**config.mk**
```make
export PLATFORM = sky130hd
export DESIGN_NAME = load_store_unit_flat
export DESIGN_NICKNAME = d
export VERILOG_FILES = /design/src/rtl/load_store_unit_if.sv /design/src/rtl/load_store_unit.sv /design/src/flat_wrapper.sv
export SDC_FILE = /design/constraint.sdc
export NUM_CORES = 1
export LEC_CHECK = 0
export BUFFER_PORTS_ARGS = -buffer_cell sky130_fd_sc_hd__buf_4
export CAP_MARGIN = 25
export CORE_UTILIZATION = 46
export DETAILED_ROUTE_END_ITERATION = 10
export PLACE_DENSITY = 0.86
export SYNTH_ARGS = -nofsm -noshare
export SYNTH_HDL_FRONTEND = slang
export SYNTH_SLANG_ARGS = --single-unit
```
**constraint.sdc**
```tcl
create_clock -name clk -period 4.6 [get_ports clk]
set_clock_uncertainty 0.1 [all_clocks]
set_input_delay 1.15 -clock clk [delete_from_list [all_inputs] [get_ports clk]]
set_output_delay 1.15 -clock clk [all_outputs]
set_load 0.005 [all_outputs]
```
**src/rtl/load_store_unit_if.sv**
```systemverilog
// ---------------------------------------------------------------------------
// load_store_unit_if
//   Bundles the CPU-side request/response signals and the data-memory port of
//   the load/store unit.
//
//   CPU side : req, we, size, sign, addr, wdata -> unit
//              rdata, ack, busy, misalign       <- unit
//   Memory   : mem_addr, mem_wdata, mem_we      <- unit
//              mem_rdata                        -> unit
//
//   Handshake: the requester raises req with stable operands and keeps them
//   until ack. ack is a one-cycle pulse that marks completion. While busy is
//   high, req and the operands are ignored. If req is still high in the idle
//   cycle after ack, a new access is accepted at that cycle's closing edge.
//
//   modport slave  : the load/store unit itself
//   modport master : the CPU plus data memory (e.g. a testbench)
// ---------------------------------------------------------------------------
interface load_store_unit_if;
  logic        req;
  logic        we;
  logic [1:0]  size;
  logic        sign;
  logic [31:0] addr;
  logic [31:0] wdata;
  logic [31:0] rdata;
  logic        ack;
  logic        busy;
  logic        misalign;
  logic [31:0] mem_addr;
  logic [31:0] mem_wdata;
  logic        mem_we;
  logic [31:0] mem_rdata;

  modport slave (
    input  req, we, size, sign, addr, wdata, mem_rdata,
    output rdata, ack, busy, misalign, mem_addr, mem_wdata, mem_we
  );

  modport master (
    output req, we, size, sign, addr, wdata, mem_rdata,
    input  rdata, ack, busy, misalign, mem_addr, mem_wdata, mem_we
  );
endinterface

```
**src/rtl/load_store_unit.sv**
```systemverilog
// ---------------------------------------------------------------------------
// load_store_unit
//   Byte, halfword and word loads/stores against a word-wide synchronous data
//   memory. Sub-word stores are read-modify-write. Lanes are little-endian.
//
// Ports
//   clk       : clock, rising edge
//   rst       : asynchronous, active-high reset
//   bus       : load_store_unit_if.slave (CPU request/response + memory port)
//   dbg_state : current FSM state (state_t encoding)
//
// Flow (cycles counted from the accepting edge)
//   word store     : WR, DONE                 -> ack in cycle 2
//   load           : RD, CAP, DONE            -> ack in cycle 3
//   sub-word store : RD, CAP, WR, DONE        -> ack in cycle 4
//
// Configuration
//   MISALIGN_TRAP_EN : when defined, a halfword with addr[0]=1 or a word with
//   addr[1:0]!=0 skips straight to DONE with misalign=1 (no memory write,
//   rdata untouched). When undefined, misalign is 0 and such addresses are
//   force-aligned.
// ---------------------------------------------------------------------------
module load_store_unit (
  input  logic               clk,
  input  logic               rst,
  load_store_unit_if.slave   bus,
  output logic [2:0]         dbg_state
);

  typedef enum logic [2:0] {
    IDLE = 3'd0,
    RD   = 3'd1,
    CAP  = 3'd2,
    WR   = 3'd3,
    DONE = 3'd4
  } state_t;

  state_t      state_q, state_d;
  logic [31:0] addr_q;
  logic [15:0] wdata_q;      // only the sub-word part is needed for the merge
  logic        we_q;
  logic        sign_q;
  logic [1:0]  size_q;
  logic [31:0] rdata_q;
  logic [31:0] mem_wdata_q;
  logic        accept;
  logic        trap_hit;
  logic [7:0]  byte_lane;
  logic [15:0] half_lane;
  logic [31:0] load_val;
  logic [31:0] merge_val;

  assign accept = (state_q == IDLE) && bus.req;

`ifdef MISALIGN_TRAP_EN
  logic mis_q;
  assign trap_hit = ((bus.size == 2'b01) && bus.addr[0]) ||
                    (bus.size[1] && (bus.addr[1:0] != 2'b00));
  always_ff @(posedge clk or posedge rst) begin
    if (rst)         mis_q <= 1'b0;
    else if (accept) mis_q <= trap_hit;
  end
  assign bus.misalign = (state_q == DONE) && mis_q;
`else
  assign trap_hit     = 1'b0;
  assign bus.misalign = 1'b0;
`endif

  // Next-state logic
  always_comb begin
    state_d = state_q;
    unique case (state_q)
      IDLE: begin
        if (bus.req) begin
          if (trap_hit)                    state_d = DONE;
          else if (bus.we && bus.size[1])  state_d = WR;   // size 10/11 = word
          else                             state_d = RD;
        end
      end
      RD:      state_d = CAP;
      CAP:     state_d = we_q ? WR : DONE;
      WR:      state_d = DONE;
      DONE:    state_d = IDLE;
      default: state_d = IDLE;
    endcase
  end

  // Lane extraction for loads and lane merge for sub-word stores. Halfword
  // lane selection uses addr_q[1] only, which gives forced alignment.
  always_comb begin
    byte_lane = bus.mem_rdata[7:0];
    unique case (addr_q[1:0])
      2'd0: byte_lane = bus.mem_rdata[7:0];
      2'd1: byte_lane = bus.mem_rdata[15:8];
      2'd2: byte_lane = bus.mem_rdata[23:16];
      2'd3: byte_lane = bus.mem_rdata[31:24];
      default: byte_lane = bus.mem_rdata[7:0];
    endcase
    half_lane = addr_q[1] ? bus.mem_rdata[31:16] : bus.mem_rdata[15:0];

    unique case (size_q)
      2'b00:   load_val = {{24{sign_q & byte_lane[7]}}, byte_lane};
      2'b01:   load_val = {{16{sign_q & half_lane[15]}}, half_lane};
      default: load_val = bus.mem_rdata;
    endcase

    merge_val = bus.mem_rdata;
    if (size_q == 2'b00) begin
      unique case (addr_q[1:0])
        2'd0: merge_val[7:0]   = wdata_q[7:0];
        2'd1: merge_val[15:8]  = wdata_q[7:0];
        2'd2: merge_val[23:16] = wdata_q[7:0];
        2'd3: merge_val[31:24] = wdata_q[7:0];
        default: merge_val = bus.mem_rdata;
      endcase
    end else if (addr_q[1]) begin
      merge_val[31:16] = wdata_q;
    end else begin
      merge_val[15:0]  = wdata_q;
    end
  end

  always_ff @(posedge clk or posedge rst) begin
    if (rst) begin
      state_q     <= IDLE;
      addr_q      <= '0;
      wdata_q     <= '0;
      we_q        <= 1'b0;
      sign_q      <= 1'b0;
      size_q      <= 2'b00;
      rdata_q     <= '0;
      mem_wdata_q <= '0;
    end else begin
      state_q <= state_d;
      if (accept) begin
        addr_q  <= bus.addr;
        wdata_q <= bus.wdata[15:0];
        we_q    <= bus.we;
        sign_q  <= bus.sign;
        size_q  <= bus.size;
        // Word stores bypass the read-modify-write, so the full word goes
        // straight to the memory write-data register.
        if (bus.we && bus.size[1] && !trap_hit) mem_wdata_q <= bus.wdata;
      end
      if (state_q == CAP) begin
        if (we_q) mem_wdata_q <= merge_val;
        else      rdata_q     <= load_val;
      end
    end
  end

  // mem_we is decoded from state alone so an asynchronous reset drops it
  // immediately.
  assign bus.mem_we    = (state_q == WR);
  assign bus.mem_addr  = {addr_q[31:2], 2'b00};
  assign bus.mem_wdata = mem_wdata_q;
  assign bus.rdata     = rdata_q;
  assign bus.ack       = (state_q == DONE);
  assign bus.busy      = (state_q != IDLE);
  assign dbg_state     = state_q;

endmodule

```
**src/flat_wrapper.sv**
```systemverilog
// flat-port wrapper written by rule: the top's interface ports become plain ports
module load_store_unit_flat 
  (clk, rst, dbg_state, bus_req, bus_we, bus_size, bus_sign, bus_addr, bus_wdata, bus_mem_rdata, bus_rdata, bus_ack, bus_busy, bus_misalign, bus_mem_addr, bus_mem_wdata, bus_mem_we);
  load_store_unit_if bus_i ();
  input  logic clk;
  input  logic rst;
  output logic [2:0] dbg_state;
  input wire logic [$bits(bus_i.req)-1:0] bus_req;
  input wire logic [$bits(bus_i.we)-1:0] bus_we;
  input wire logic [$bits(bus_i.size)-1:0] bus_size;
  input wire logic [$bits(bus_i.sign)-1:0] bus_sign;
  input wire logic [$bits(bus_i.addr)-1:0] bus_addr;
  input wire logic [$bits(bus_i.wdata)-1:0] bus_wdata;
  input wire logic [$bits(bus_i.mem_rdata)-1:0] bus_mem_rdata;
  output wire logic [$bits(bus_i.rdata)-1:0] bus_rdata;
  output wire logic [$bits(bus_i.ack)-1:0] bus_ack;
  output wire logic [$bits(bus_i.busy)-1:0] bus_busy;
  output wire logic [$bits(bus_i.misalign)-1:0] bus_misalign;
  output wire logic [$bits(bus_i.mem_addr)-1:0] bus_mem_addr;
  output wire logic [$bits(bus_i.mem_wdata)-1:0] bus_mem_wdata;
  output wire logic [$bits(bus_i.mem_we)-1:0] bus_mem_we;
  assign bus_i.req = bus_req;
  assign bus_i.we = bus_we;
  assign bus_i.size = bus_size;
  assign bus_i.sign = bus_sign;
  assign bus_i.addr = bus_addr;
  assign bus_i.wdata = bus_wdata;
  assign bus_i.mem_rdata = bus_mem_rdata;
  assign bus_rdata = bus_i.rdata;
  assign bus_ack = bus_i.ack;
  assign bus_busy = bus_i.busy;
  assign bus_misalign = bus_i.misalign;
  assign bus_mem_addr = bus_i.mem_addr;
  assign bus_mem_wdata = bus_i.mem_wdata;
  assign bus_mem_we = bus_i.mem_we;
  load_store_unit u_core (.clk(clk), .rst(rst), .bus(bus_i), .dbg_state(dbg_state));
endmodule
```
---- Word-level counts from Yosys, hierarchy flattened ----
Index checks and enable logic that the tools add are counted.
storage, ports and cells
  flip-flop bits (word level) ............. 119
  input bits .............................. 103
  output and inout bits ................... 103
  word-level logic and storage cells ...... 45
operators by class
  eq/ne operators ......................... 9
  mux-type cells .......................... 18
  bitwise gates (word level) .............. 3
  reduce and logical (&&, ||, !) cells .... 7
operators by type and width
  kind                number
  $mux 32             5
  $pmux 32 s2         1
  $mux 16             3
  $mux 8              4
  $pmux 8 s4          1
  $pmux 3 s4          1
  $eq 3x2->1 const B  2
  $mux 3              2
  $eq 2x1->1 const B  2
  $eq 2x2->1 const B  2
  $logic_not 2->1     2
  $eq 3x1->1 const B  1
  $eq 3x3->1 const B  1
  $logic_not 3->1     1
  $reduce_bool 3->1   1
  $and 1x1->1         2
  $logic_and 1x1->1   2
  $mux 2              1
  $ne 2x2->1 const B  1
  $reduce_and 2->1    1
  $not 1->1           1

---- Depth between registers and ports, before layout ----
  depth in word-level cells ............... 5
  gate-level depth with buffers ........... 7
  depth with buffers taken out ............ 4

---- Worst setup path after synthesis ----
Ideal clock, no wire load.
  path kind ............................... register to output
  start point ............................. register u_core.state_q[0], in the netlist u_core.dbg_state[0]
  end point ............................... output bus_busy
  arrival time ............................ 1,034 ps
  data required time ...................... 3,350 ps
  slack ................................... 2,316 ps
  stages on the path, launching flop included .. 4
  path buffers ............................ 2
  cell sequence ........................... dfrtp_1 buf_6 or3_4 buf_6
on the way
  cells in the longest elaborated chain, start to end .. 1
ends and longest elaborated chain
  what                      line                    text
  start: declaration        load_store_unit.sv:38   state_t state_q, state_d;
  start signal: assignment  load_store_unit.sv:134  state_q <= state_d;
  $reduce_bool 3->1         load_store_unit.sv:159  assign bus.busy = (state_q != IDLE);
  end: declaration          flat_wrapper.sv:17      output wire logic [$bits(bus_i.busy)-1:0] bus_busy;
No other way between the ends.

---- Worst setup path after layout ----
Ends and elaborated chain as after synthesis.

==> results.md <==
- IO Port Bufs: slightly above 200
- GR Util met1: between 30 and 40%
- RSZ-0062 raised after global routing: false
- Setup bufs post-CTS: 0
- Post-route cell area: 7949 µm²
- Die area: about 14000 µm²
- GRT Total Usage: roughly 26%
- Slew HR: 38.06%
- WP data required: about 3.4 ns
- GRT busiest layer: met2
- Library cells used by synthesis: 44
- Worst setup EP type: primary output
- Avg Cell Area, Syn: roughly 11 µm²
- Ys Warns: 0
- Startpoint Class: register
- DP HPWL: about 12000 µm
- Clock buffer count from CTS: 17
- Clock buffer depth: 2
- CTS tree: yes
- Final nets: ~800
- Detailed-route DRC error count: 0
- Final wirelength: roughly 17000 µm
- Bufs and invs on worst path: 1
- First-pass detailed-route iteration total: 5
- Area Overhead vs Synth: 31.07%
- Crit-path leading delay family: simple AND/OR/NAND/NOR gates
- Setup CP Type: register to primary output
- LEAKAGE: 3.630 nW
- Final Non-Filler Cells: between 800 and 900
- Number of fill cells in the layout: approximately 1000
- Worst-path cell chain: or3_4 > buf_4
- Number of global-route vias before repair: ~4900
- # rows: 41
- GR Util met2: approximately two fifths
- Drt via density: roughly 5.7
- Worst Hold Class: register to register
- Clock-pin slew on the worst setup and hold paths: approximately 0.05 ns
- Ant diodes: 0
- Slowest Stage Delay on Critical Path: roughly 0.51 ns
- Final worst-path cycle share: about three fifths
- Peak Freq: approximately 0.36 GHz
- WL/cell: between 15 and 20 µm
- Post-route setup TNS: 0 ns
- Share of cells above drive strength 1: between 40% and 50%
- Placed cell areas: ~7300 µm²
- Mapped Cells: 538
- Multi-input logic area: roughly 2600 µm²
- Top cells by area, synth: dfrtp_1 (49%), mux2_2 (10%), mux2i_1 (8.1%)
- Die Y: around 120 µm
- Met3 Resource Use GR: ~5.8%
- PD cells: roughly 720 nW/µm²
- Core outline area: around 13000 µm²
- Via Count: around 5000
- Post-DRT Antenna Nets: 0
- Seq/Total Area, Yosys: 49.10%
- Tightest Pin Transition: 0.9252 ns
- Final Power: 5.731 mW
- Synth top area share: between 40% and 50%
- H-tree depth: 4
- Final core utilization: between 60% and 70%
- Initial Util: between 40 and 50%
- Post-synth top area cell: dfrtp_1
- Setup violations, final: 0
- Status: finished clean
- Final worst path period need: roughly 2.8 ns
- Routability congestion estimate: between 0.9 and 1
- Die W: ~120 µm
- Resize count post-CTS: 0
- CTS sink cnt: around 120
- Max VDD drop: 0.3289 mV
- Max_cap viols: 0
- Clock root buffer: clkbuf_16
- Worst setup margin: around 1.8 ns
- Remaining Overflow, GRT: 0
- Initial antenna violation count: 0
- Final hold vios: 0
- Pin count of the biggest net entering global routing: 59
- Storage element area: just under 3000 µm²
- Worst skew pair latency: about 0.4 ns
- Placed cell count: ~840
- Fin Hold WS: around 0.4 ns
- Slowest CP cell: or3_4
- WP data arrival: ~1.6 ns
- CP Max Fanout: 9
- Top Ports: approximately 200
- First-pass GRT wire length: 26040 µm
- Iter 0 DRT Violations: ~440
- Post-synthesis cell area: 6065 µm²
- Max Transition Viols Final: 0
- DP Worst Slack: around 1.9 ns
- #FFs+latches synth: roughly 120
- # hold bufs at CTS: 0
-- state kept, by name, indices dropped and copies added (netlist names) --
name / cells
u_core.addr_q: 32
u_core.bus.mem_wdata: 32
u_core.bus.rdata: 32
u_core.wdata_q: 16
u_core.dbg_state: 3
u_core.size_q: 2
u_core.sign_q: 1
u_core.we_q: 1
-- worst reg2reg max path, delay by kind of cell (launching register included) --
family	cells	cell delay, ns
and+or+nand+nor	2	0.77
AOI/OAI and AO/OA	2	0.64
DFF	1	0.89
-- final cells by class --
cell class	count	share of cell area (%)
Clock buffer	24	6.060
Clock inverter	8	1.212
Inverter	5	0.2676
Multi-Input combinational cell	341	32.39
Sequential cell	119	37.46
Tap cell	172	2.707
Timing Repair Buffer	208	19.90
-- where the power goes --
group,internal (mW),switching [mW],total [mW],leakage (nW)
Combinational,1.28,1.12,2.41,1.95
Sequential,1.58,0.453,2.03,1.40
Clock,0.836,0.455,1.29,0.284
Total,3.70,2.03,5.73,3.63
-- path summary, 6_finish.rpt --
path	start	to	slack, ns	cells after the start
setup / recovery	u_core.dbg_state[0]	bus_busy	1.79	2
hold / removal	u_core.bus.rdata[29]	u_core.bus.rdata[29]	0.40	2
setup reg to reg	u_core.size_q[0]	u_core.bus.mem_wdata[16]	2.05	4
hold reg to reg	u_core.bus.rdata[29]	u_core.bus.rdata[29]	0.40	2
max in group asynchronous	rst	u_core.bus.rdata[25]	2.75	3
min in group asynchronous	rst	u_core.addr_q[16]	0.75	2
-- routing by layer --
layer / part of all wire, % / vias up
met3: 6.6 / 40
met1: 42 / 2451
met2: 49 / 247
li1: - / 2246
met5: 0 / -
met4: 3.1 / 0
-- cells in the final DEF (no fill, tap or decap), types with 2 or more instances in the layout --
master       n
buf_4      207
dfrtp_1    119
mux2_2      55
mux2i_1     49
nand2_1     44
nand3_1     34
a21oi_1     33
o21ai_0     21
a221oi_1    17
clkbuf_16   17
a211oi_1    10
nand3b_1     9
o21ai_1      8
and3_1       8
nor2_1       6
o32ai_1      6
o21a_1       5
o221a_2      5
inv_1        4
clkbuf_1     4
clkinv_2     4
mux2_1       3
nor3_1       3
conb_1       3
clkbuf_8     3
nor2_8       2
nor3b_1      2
o22ai_1      2
or2_2        2
bufinv_16    2
-- synthesized netlist by cell type --
| library cell | count |
|---|---|
| buf_6 | 2 |
| mux4_2 | 1 |
| a21oi_2 | 1 |
| and3_1 | 8 |
| nor3_1 | 3 |
| o2111ai_4 | 1 |
| nor2_1 | 6 |
| o21a_1 | 5 |
| nor2b_1 | 1 |
| or3b_1 | 1 |
| o31ai_1 | 1 |
| o221ai_1 | 1 |
| nor3b_1 | 2 |
| o32ai_1 | 6 |
| nor4b_4 | 1 |
| buf_2 | 10 |
| o221a_2 | 5 |
| a221oi_1 | 17 |
| dfrtp_1 | 119 |
| a21oi_1 | 33 |
| conb_1 | 1 |
| o21ai_0 | 21 |
| o21ai_1 | 8 |
| mux2_1 | 3 |
| o211ai_1 | 1 |
| or2_2 | 2 |
| or4b_4 | 1 |
| nand2b_1 | 1 |
| a211oi_1 | 10 |
| mux2i_1 | 49 |
| buf_12 | 3 |
| nand3_1 | 34 |
| a31oi_1 | 1 |
| nor2_4 | 1 |
| nand2_1 | 44 |
| o22ai_1 | 2 |
| nand3b_1 | 9 |
| buf_4 | 38 |
| mux2_2 | 55 |
| clkbuf_1 | 20 |
| nor2_8 | 2 |
| buf_1 | 2 |
| inv_1 | 5 |
| or3_4 | 1 |
-- cells by family after synthesis --
group / share of synthesized area, %
flops: 49.10
buf+inv: 8.562
simple gates: 10.54
mux: 19.23
compound gates: 12.50
other cells: 0.06183
Power figures use the tool's default switching activity.
